--- src/rtl/alu_mc_pkg.sv ---
// alu_mc_pkg: shared definitions for the multi-cycle ALU.
//   - opcode encodings (OP_ADD .. OP_REMU)
//   - controller state encoding
//   - flag bit positions within f
//   - is_muldiv(): decodes the opcodes served by the iterative unit
package alu_mc_pkg;

    localparam logic [3:0] OP_ADD   = 4'b0000;
    localparam logic [3:0] OP_SUB   = 4'b0001;
    localparam logic [3:0] OP_ADDV  = 4'b0010;
    localparam logic [3:0] OP_SUBV  = 4'b0011;
    localparam logic [3:0] OP_AND   = 4'b0100;
    localparam logic [3:0] OP_OR    = 4'b0101;
    localparam logic [3:0] OP_XOR   = 4'b0110;
    localparam logic [3:0] OP_NOR   = 4'b0111;
    localparam logic [3:0] OP_SLT   = 4'b1000;
    localparam logic [3:0] OP_SLTU  = 4'b1001;
    localparam logic [3:0] OP_MUL   = 4'b1010;
    localparam logic [3:0] OP_MULHU = 4'b1011;
    localparam logic [3:0] OP_DIVU  = 4'b1100;
    localparam logic [3:0] OP_REMU  = 4'b1101;

    typedef enum logic [1:0] {
        IDLE = 2'b00,
        BUSY = 2'b01,
        DONE = 2'b10
    } state_e;

    localparam int F_CARRY = 2;
    localparam int F_OVF   = 1;
    localparam int F_ZERO  = 0;

    function automatic logic is_muldiv(input logic [3:0] op);
        return (op == OP_MUL) || (op == OP_MULHU) || (op == OP_DIVU) || (op == OP_REMU);
    endfunction

endpackage

--- src/rtl/alu_mc_if.sv ---
// alu_mc_if: request/response bundle of the multi-cycle ALU.
//   in_valid/in_ready  : operand handshake (in1, in2, opcode s)
//   out_valid/out_ready: result handshake (out, flags f)
// Modports: master = operand producer / result consumer, slave = the ALU.
interface alu_mc_if #(
    parameter int WIDTH = 32
);
    logic             in_valid;
    logic             in_ready;
    logic [WIDTH-1:0] in1;
    logic [WIDTH-1:0] in2;
    logic [3:0]       s;
    logic             out_valid;
    logic             out_ready;
    logic [WIDTH-1:0] out;
    logic [2:0]       f;

    modport master (
        output in_valid, in1, in2, s, out_ready,
        input  in_ready, out_valid, out, f
    );

    modport slave (
        input  in_valid, in1, in2, s, out_ready,
        output in_ready, out_valid, out, f
    );
endinterface

--- src/rtl/alu_mc_iter_muldiv.sv ---
// alu_iter_muldiv: iterative unsigned multiply / restoring divide, one step
// per cycle for WIDTH cycles. Compiled only when ALU_MULDIV_EN is defined.
//   clk, rst  : clock, synchronous active-high reset
//   start     : latch operands and begin (a = multiplier/dividend, b = multiplicand/divisor)
//   is_div    : 1 = divide, 0 = multiply
//   sel_hi    : 1 = upper half (mulhu / remainder), 0 = lower half (mul / quotient)
//   done      : high in the cycle of the final step; result is valid then
//   result    : outcome of the final step
//   div_zero  : divide with b == 0
`ifdef ALU_MULDIV_EN
module alu_iter_muldiv #(
    parameter int WIDTH = 32
) (
    input  logic             clk,
    input  logic             rst,
    input  logic             start,
    input  logic             is_div,
    input  logic             sel_hi,
    input  logic [WIDTH-1:0] a,
    input  logic [WIDTH-1:0] b,
    output logic             done,
    output logic [WIDTH-1:0] result,
    output logic             div_zero
);
    localparam int CW = $clog2(WIDTH) + 1;

    logic             active;
    logic [CW-1:0]    cnt;
    logic             div_r;
    logic             sel_r;
    // hi:lo is the product accumulator for mul, remainder:quotient for div.
    logic [WIDTH-1:0] hi, lo, opb;
    logic [WIDTH-1:0] nxt_hi, nxt_lo;
    logic [WIDTH:0]   add_sum, shifted, sub_val;
    logic             ge;

    assign add_sum = {1'b0, hi} + (lo[0] ? {1'b0, opb} : '0);
    assign shifted = {hi, lo[WIDTH-1]};
    assign sub_val = shifted - {1'b0, opb};
    assign ge      = (shifted >= {1'b0, opb});

    // NOTE: every always_comb output gets a default first so no path leaves it unassigned (no latch).
    always_comb begin
        nxt_hi = hi;
        nxt_lo = lo;
        if (div_r) begin
            // With a zero divisor every step subtracts nothing: the quotient fills
            // with ones and the dividend shifts whole into the remainder.
            nxt_hi = ge ? sub_val[WIDTH-1:0] : shifted[WIDTH-1:0];
            nxt_lo = {lo[WIDTH-2:0], ge};
        end else begin
            nxt_hi = add_sum[WIDTH:1];
            nxt_lo = {add_sum[0], lo[WIDTH-1:1]};
        end
    end

    assign done     = active && (cnt == CW'(WIDTH - 1));
    assign result   = sel_r ? nxt_hi : nxt_lo;
    assign div_zero = div_r && (opb == '0);

    // NOTE: sequential state uses non-blocking assignments so all registers update together at the edge.
    always_ff @(posedge clk) begin
        if (rst) begin
            active <= 1'b0;
            cnt    <= '0;
        end else if (start) begin
            active <= 1'b1;
            cnt    <= '0;
        end else if (active) begin
            if (done) begin
                active <= 1'b0;
                cnt    <= '0;
            end else begin
                cnt <= cnt + CW'(1);
            end
        end
    end

    // NOTE: datapath registers are not reset; they are always loaded by start before being read.
    always_ff @(posedge clk) begin
        if (start) begin
            hi    <= '0;
            lo    <= a;
            opb   <= b;
            div_r <= is_div;
            sel_r <= sel_hi;
        end else if (active) begin
            hi <= nxt_hi;
            lo <= nxt_lo;
        end
    end

endmodule
`endif

--- src/rtl/alu_mc.sv ---
// alu_mc: multi-cycle ALU with valid/ready handshake on both sides and
// registered result/flags.
//   clk, rst : clock, synchronous active-high reset
//   bus      : alu_mc_if.slave (in_valid/in_ready/in1/in2/s,
//              out_valid/out_ready/out/f)
// Optional feature: define ALU_MULDIV_EN to enable opcodes 1010-1101 through
// the iterative unit; otherwise they return out=0, f=001 in one cycle.
module alu_mc
    import alu_mc_pkg::*;
#(
    parameter int WIDTH = 32
) (
    input  logic         clk,
    input  logic         rst,
    alu_mc_if.slave      bus
);
    localparam logic [1:0] S_IDLE = IDLE;
    localparam logic [1:0] S_BUSY = BUSY;
    localparam logic [1:0] S_DONE = DONE;

    logic [1:0]       state;
    logic [WIDTH-1:0] out_r;
    logic [2:0]       f_r;
    logic [WIDTH-1:0] a, b;
    logic [WIDTH:0]   sum, dif;
    logic [WIDTH-1:0] c_res;
    logic [2:0]       c_f;
    logic             go_busy;

    assign a   = bus.in1;
    assign b   = bus.in2;
    assign sum = {1'b0, a} + {1'b0, b};
    assign dif = {1'b0, a} - {1'b0, b};

    assign bus.in_ready  = (state == S_IDLE);
    assign bus.out_valid = (state == S_DONE);
    assign bus.out       = out_r;
    assign bus.f         = f_r;

    always_comb begin
        c_res = '0;
        c_f   = '0;
        case (bus.s)
            OP_ADD:  begin c_res = sum[WIDTH-1:0]; c_f[F_CARRY] = sum[WIDTH]; end
            OP_SUB:  begin c_res = dif[WIDTH-1:0]; c_f[F_CARRY] = dif[WIDTH]; end
            OP_ADDV: begin
                c_res      = sum[WIDTH-1:0];
                c_f[F_OVF] = (a[WIDTH-1] == b[WIDTH-1]) && (sum[WIDTH-1] != a[WIDTH-1]);
            end
            OP_SUBV: begin
                c_res      = dif[WIDTH-1:0];
                c_f[F_OVF] = (a[WIDTH-1] != b[WIDTH-1]) && (dif[WIDTH-1] != a[WIDTH-1]);
            end
            OP_AND:  c_res = a & b;
            OP_OR:   c_res = a | b;
            OP_XOR:  c_res = a ^ b;
            OP_NOR:  c_res = ~(a | b);
            OP_SLT:  c_res = {{(WIDTH-1){1'b0}}, ($signed(a) < $signed(b))};
            OP_SLTU: c_res = {{(WIDTH-1){1'b0}}, (a < b)};
            default: c_res = '0;
        endcase
        c_f[F_ZERO] = (c_res == '0);
    end

`ifdef ALU_MULDIV_EN
    logic             md_done;
    logic [WIDTH-1:0] md_result;
    logic             md_div_zero;

    assign go_busy = is_muldiv(bus.s);

    alu_iter_muldiv #(.WIDTH(WIDTH)) u_muldiv (
        .clk      (clk),
        .rst      (rst),
        .start    (bus.in_valid && (state == S_IDLE) && go_busy),
        .is_div   (bus.s[2]),
        .sel_hi   (bus.s[0]),
        .a        (a),
        .b        (b),
        .done     (md_done),
        .result   (md_result),
        .div_zero (md_div_zero)
    );
`else
    assign go_busy = 1'b0;
`endif

    always_ff @(posedge clk) begin
        if (rst) begin
            state <= S_IDLE;
            out_r <= '0;
            f_r   <= '0;
        end else begin
            case (state)
                S_IDLE: begin
                    if (bus.in_valid) begin
                        if (go_busy) begin
                            state <= S_BUSY;
                        end else begin
                            out_r <= c_res;
                            f_r   <= c_f;
                            state <= S_DONE;
                        end
                    end
                end
`ifdef ALU_MULDIV_EN
                S_BUSY: begin
                    if (md_done) begin
                        out_r <= md_result;
                        f_r   <= {1'b0, md_div_zero, (md_result == '0)};
                        state <= S_DONE;
                    end
                end
`endif
                S_DONE: begin
                    if (bus.out_ready) state <= S_IDLE;
                end
                default: state <= S_IDLE;
            endcase
        end
    end

endmodule

--- src/flat_wrapper.sv ---
// flat-port wrapper written by rule: the top's interface ports become plain ports
module alu_mc_flat import alu_mc_pkg::*;
#(
    parameter int WIDTH = 32
)
  (clk, rst, bus_in_valid, bus_in1, bus_in2, bus_s, bus_out_ready, bus_in_ready, bus_out_valid, bus_out, bus_f);
  alu_mc_if #(.WIDTH(WIDTH)) bus_i ();
  input  logic clk;
  input  logic rst;
  input wire logic [$bits(bus_i.in_valid)-1:0] bus_in_valid;
  input wire logic [$bits(bus_i.in1)-1:0] bus_in1;
  input wire logic [$bits(bus_i.in2)-1:0] bus_in2;
  input wire logic [$bits(bus_i.s)-1:0] bus_s;
  input wire logic [$bits(bus_i.out_ready)-1:0] bus_out_ready;
  output wire logic [$bits(bus_i.in_ready)-1:0] bus_in_ready;
  output wire logic [$bits(bus_i.out_valid)-1:0] bus_out_valid;
  output wire logic [$bits(bus_i.out)-1:0] bus_out;
  output wire logic [$bits(bus_i.f)-1:0] bus_f;
  assign bus_i.in_valid = bus_in_valid;
  assign bus_i.in1 = bus_in1;
  assign bus_i.in2 = bus_in2;
  assign bus_i.s = bus_s;
  assign bus_i.out_ready = bus_out_ready;
  assign bus_in_ready = bus_i.in_ready;
  assign bus_out_valid = bus_i.out_valid;
  assign bus_out = bus_i.out;
  assign bus_f = bus_i.f;
  alu_mc #(.WIDTH(WIDTH)) u_core (.clk(clk), .rst(rst), .bus(bus_i));
endmodule
--- config.mk ---
export PLATFORM = sky130hd
export DESIGN_NAME = alu_mc_flat
export DESIGN_NICKNAME = d
export VERILOG_FILES = /design/src/rtl/alu_mc_pkg.sv /design/src/rtl/alu_mc_if.sv /design/src/rtl/alu_mc_iter_muldiv.sv /design/src/rtl/alu_mc.sv /design/src/flat_wrapper.sv
export SDC_FILE = /design/constraint.sdc
export NUM_CORES = 1
export LEC_CHECK = 0
export ABC_AREA = 0
export CAP_MARGIN = 20
export CORE_MARGIN = 10
export CORE_UTILIZATION = 31
export CTS_CLUSTER_DIAMETER = 30
export CTS_CLUSTER_SIZE = 24
export DETAILED_ROUTE_END_ITERATION = 6
export HOLD_SLACK_MARGIN = 0.06
export SYNTH_ARGS = -nofsm -noshare
export SYNTH_HDL_FRONTEND = slang
export SYNTH_SLANG_ARGS = --single-unit
export TNS_END_PERCENT = 5
--- constraint.sdc ---
create_clock -name clk -period 3.9 [get_ports clk]
set_input_delay 0.78 -clock clk [delete_from_list [all_inputs] [get_ports clk]]
set_output_delay 0.78 -clock clk [all_outputs]
set_load 0.05 [all_outputs]
==> metrics.md <==
| Metric | Value |
|---|---|
| Chip Height | `179 um` |
| Final net count | `1810` |
| Post-layout min period | `4090 ps` |
| Pleak | `6.12 nW` |
| Placeable Area | `25000 um2` |
| Cell area after synthesis | `7840 um2` |
| Hold Crit Class | `flip-flop to flip-flop` |
| Syn Area/Cell | `6.90 um2` |
| Crit. Startpoint | `bus_in1[8]` |
| CP Class | `input pin to flip-flop` |
| FF-to-FF End | `u_core.bus.f[0]` |
| Type of origin of the critical path | `input pin` |
| Drc violations | `0` |
| Max Freq | `245 MHz` |
| Initial core utilization | `0.313` |
| Post-synthesis compound-gate area fraction | `0.332` |
| Dominant cells by area after synthesis | `ha_1 17%, dfxtp_1 9.2%, a21oi_1 6.4%` |
| Power per Cell Area | `215 nW/um2` |
| Relative slew slack | `0.444` |
| Area Growth Syn to Fin | `74.3%` |
| Wirelength per Cell | `18.0 um` |
| FF-to-FF Start | `u_core.state[1]` |
| Area share of the largest cell type after synthesis | `0.168` |
| Least-Margin Pin Slew | `825 ps` |
| Ys flop type | `dfxtp_1` |
| Reg area | `721 um2` |
| CP required | `4110 ps` |
| Cell variety after synth | `82` |
| Synth Area in XOR/XNOR | `0.0537` |
| Yosys top cell by area | `ha_1` |
| DP Area | `12100 um2` |
| Drt pass-1 iters | `5` |
| Routed Antenna Nets | `0` |
| GP Congestion | `0.944` |
| Post-synthesis mux area share | `0.0407` |
| Synth Warn # | `0` |
| Placed instance count | `1895` |
| Pin count of the biggest net entering global routing | `44` |
| Die W | `179 um` |
| Final Hold Viols | `0` |
| Final WL | `35.3 mm` |
| CTS tree | `done` |
| Largest family of logic cells by synthesized area | `compound AO/OA/AOI/OAI gates` |
| Layout cells sized above 1 | `0.417` |
| Dpl hpwl | `28.3 mm` |
| Syn nets | `1314` |
| Row count | `58` |
| Commonest non-fill, non-tap cell in the layout | `buf_4` |
| Worst reg2reg path depth | `9` |
| Worst IR Drop VDD | `0.212 mV` |
| Async set-or-reset flop fraction in the synthesized netlist | `0` |
| Critical path capture point type | `flip-flop` |
| Hold depth | `2` |
| Clock Tree Buf Depth | `2` |
| Avg Vias per Cell | `5.31` |
| Post-synth EDFFs | `0` |
| CP arrival | `4300 ps` |
| Sink Count | `36` |
| Synth Instances | `1135` |
| Clk pin slew, worst setup/hold paths | `60 ps` |
| Final worst slack | `-188 ps` |
| Vias | `10423` |
| Initial antenna violation count | `0` |
| Max Slew Vio Count | `0` |
| Most frequent cells in the layout | `446 x buf_4, 106 x nor2_1, 85 x a21oi_1` |
| CP Max Fanout | `5` |
| Later-pin clock latency in the skew report | `280 ps` |
| RSZ-0062 raised after global routing | `true` |
| Die area | `32000 um2` |
| Gr usage total | `0.214` |
| Finished Layout Cells | `1962` |
| 1st-iter DRT viols | `768` |
| Failing checks | `setup timing` |
| FILL cells | `2415` |
| IO Pins | `109` |
| Ant diodes | `0` |
| Synthesis-stage register bit count | `36` |
| Synth Area in Adders | `0.173` |
| R2R Setup Slk | `1260 ps` |
| Seq/Total Area, Yosys | `0.0920` |
| PortBufs | `108` |
| WHS | `454 ps` |
| Simple-gate share of the synthesized area | `0.215` |
| Status | `finished, violations left` |
| Global-route wire length before repair | `55.7 mm` |
| Multi-input gate area | `7430 um2` |
| Worst Clk Skew | `3.88 ps` |
| Vias in the first global route | `10550` |
| Crit share post-route | `1.05` |
| Max-cap viol count | `0` |
| CTS H-Tree Depth | `2` |
| Grt total ovfl | `0` |
| Cts bufs inserted | `5` |
| Final instance area | `13700 um2` |
| # setup viols final | `1` |
| Root Driver | `clkbuf_16` |
| Worst setup endpoint | `u_core.bus.f[0]` |
## cell usage after synthesis (12+ instances only)
cell type	count
mux2i_1	24
nor2b_1	17
nor2_1	114
xnor2_1	38
a21oi_1	100
nor3_1	37
nand3_1	14
nor4_1	12
buf_2	25
dfxtp_1	36
inv_1	104
clkbuf_1	40
nand4_1	14
a31oi_1	14
o21ai_0	66
o31ai_1	23
a211oi_1	42
nand2_1	77
nand2b_1	12
ha_1	105
## how the worst min path moves through the flow
stage,from,end
finish,u_core.bus.out[6],u_core.bus.out[6]
detailed placement,u_core.bus.out[6],u_core.bus.out[6]
global route,u_core.bus.out[21],u_core.bus.out[21]
global placement,u_core.bus.out[5],u_core.bus.out[5]
floorplan,u_core.bus.f[0],u_core.bus.f[0]
CTS,u_core.bus.out[6],u_core.bus.out[6]
## flip-flops by register name, summed over array words and instances (netlist names)
name,cells
u_core.bus.out,32
u_core.state,1
u_core.bus.f,3
## area by class of cell
class | count | area share
inverters | 104 | 0.0291
repair buffers | 566 | 0.332
well taps | 330 | 0.0302
multi-input cells | 918 | 0.544
flip-flops and latches | 36 | 0.0528
clock buffers | 6 | 0.00944
clock inverters | 2 | 0.00257
## metrics by stage
step / setup WS, ps / utilization / power, mW / setup TNS, ps
global placement: -1060 / 0.481 / 2.19 / -7660
finish: -188 / 0.545 / 2.94 / -188
CTS: -127 / 0.537 / 2.86 / -127
detailed placement: -1080 / 0.481 / 2.20 / -7920
floorplan: 2.30 / - / 1.32 / 0
global route: -290 / 0.545 / 3.11 / -410
## per-layer routing
| metal | wire (um) | track usage | part of all wire | up-vias |
|---|---|---|---|---|
| met5 | 0 | 0 | 0 | - |
| met4 | 734 | 0.0517 | 0.021 | 0 |
| met3 | 2130 | 0.0257 | 0.060 | 55 |
| met2 | 16200 | 0.355 | 0.46 | 346 |
| met1 | 16200 | 0.286 | 0.46 | 4913 |
| li1 | - | - | - | 5109 |
## logic make-up after synthesis
group | after synthesis
flops | 36
simple gates | 347
mux | 30
xor+xnor | 48
buf+inv | 181
compound gates | 386
fa+ha+maj | 107
## worst max-delay path: stages
cell and delay, ps:
clkdlybuf4s15_1 200, inv_2 50, ha_4 240, buf_6 130
nor4_4 290, buf_4 170, buf_4 90, buf_4 90
buf_4 80, buf_4 100, a211o_1 120, o311a_1 220
o211ai_1 120, nor4_2 370, nand4_1 150, or4_1 490
or4b_4 500, o21ai_2 110
## report_power, final
group	leakage [nW]	switching (mW)	internal, mW
Sequential	0.296	0.0181	0.397
Clock	0.0808	0.143	0.300
Combinational	5.74	1.08	1.00
## what timing repair did
item,in CTS,in global routing
buffers inserted,55,5
pin swaps,74,33
setup endpoints to repair,14,4
resized for setup,292,40
hold buffers,0,0
Note: power is estimated with default switching activity, not from simulation.
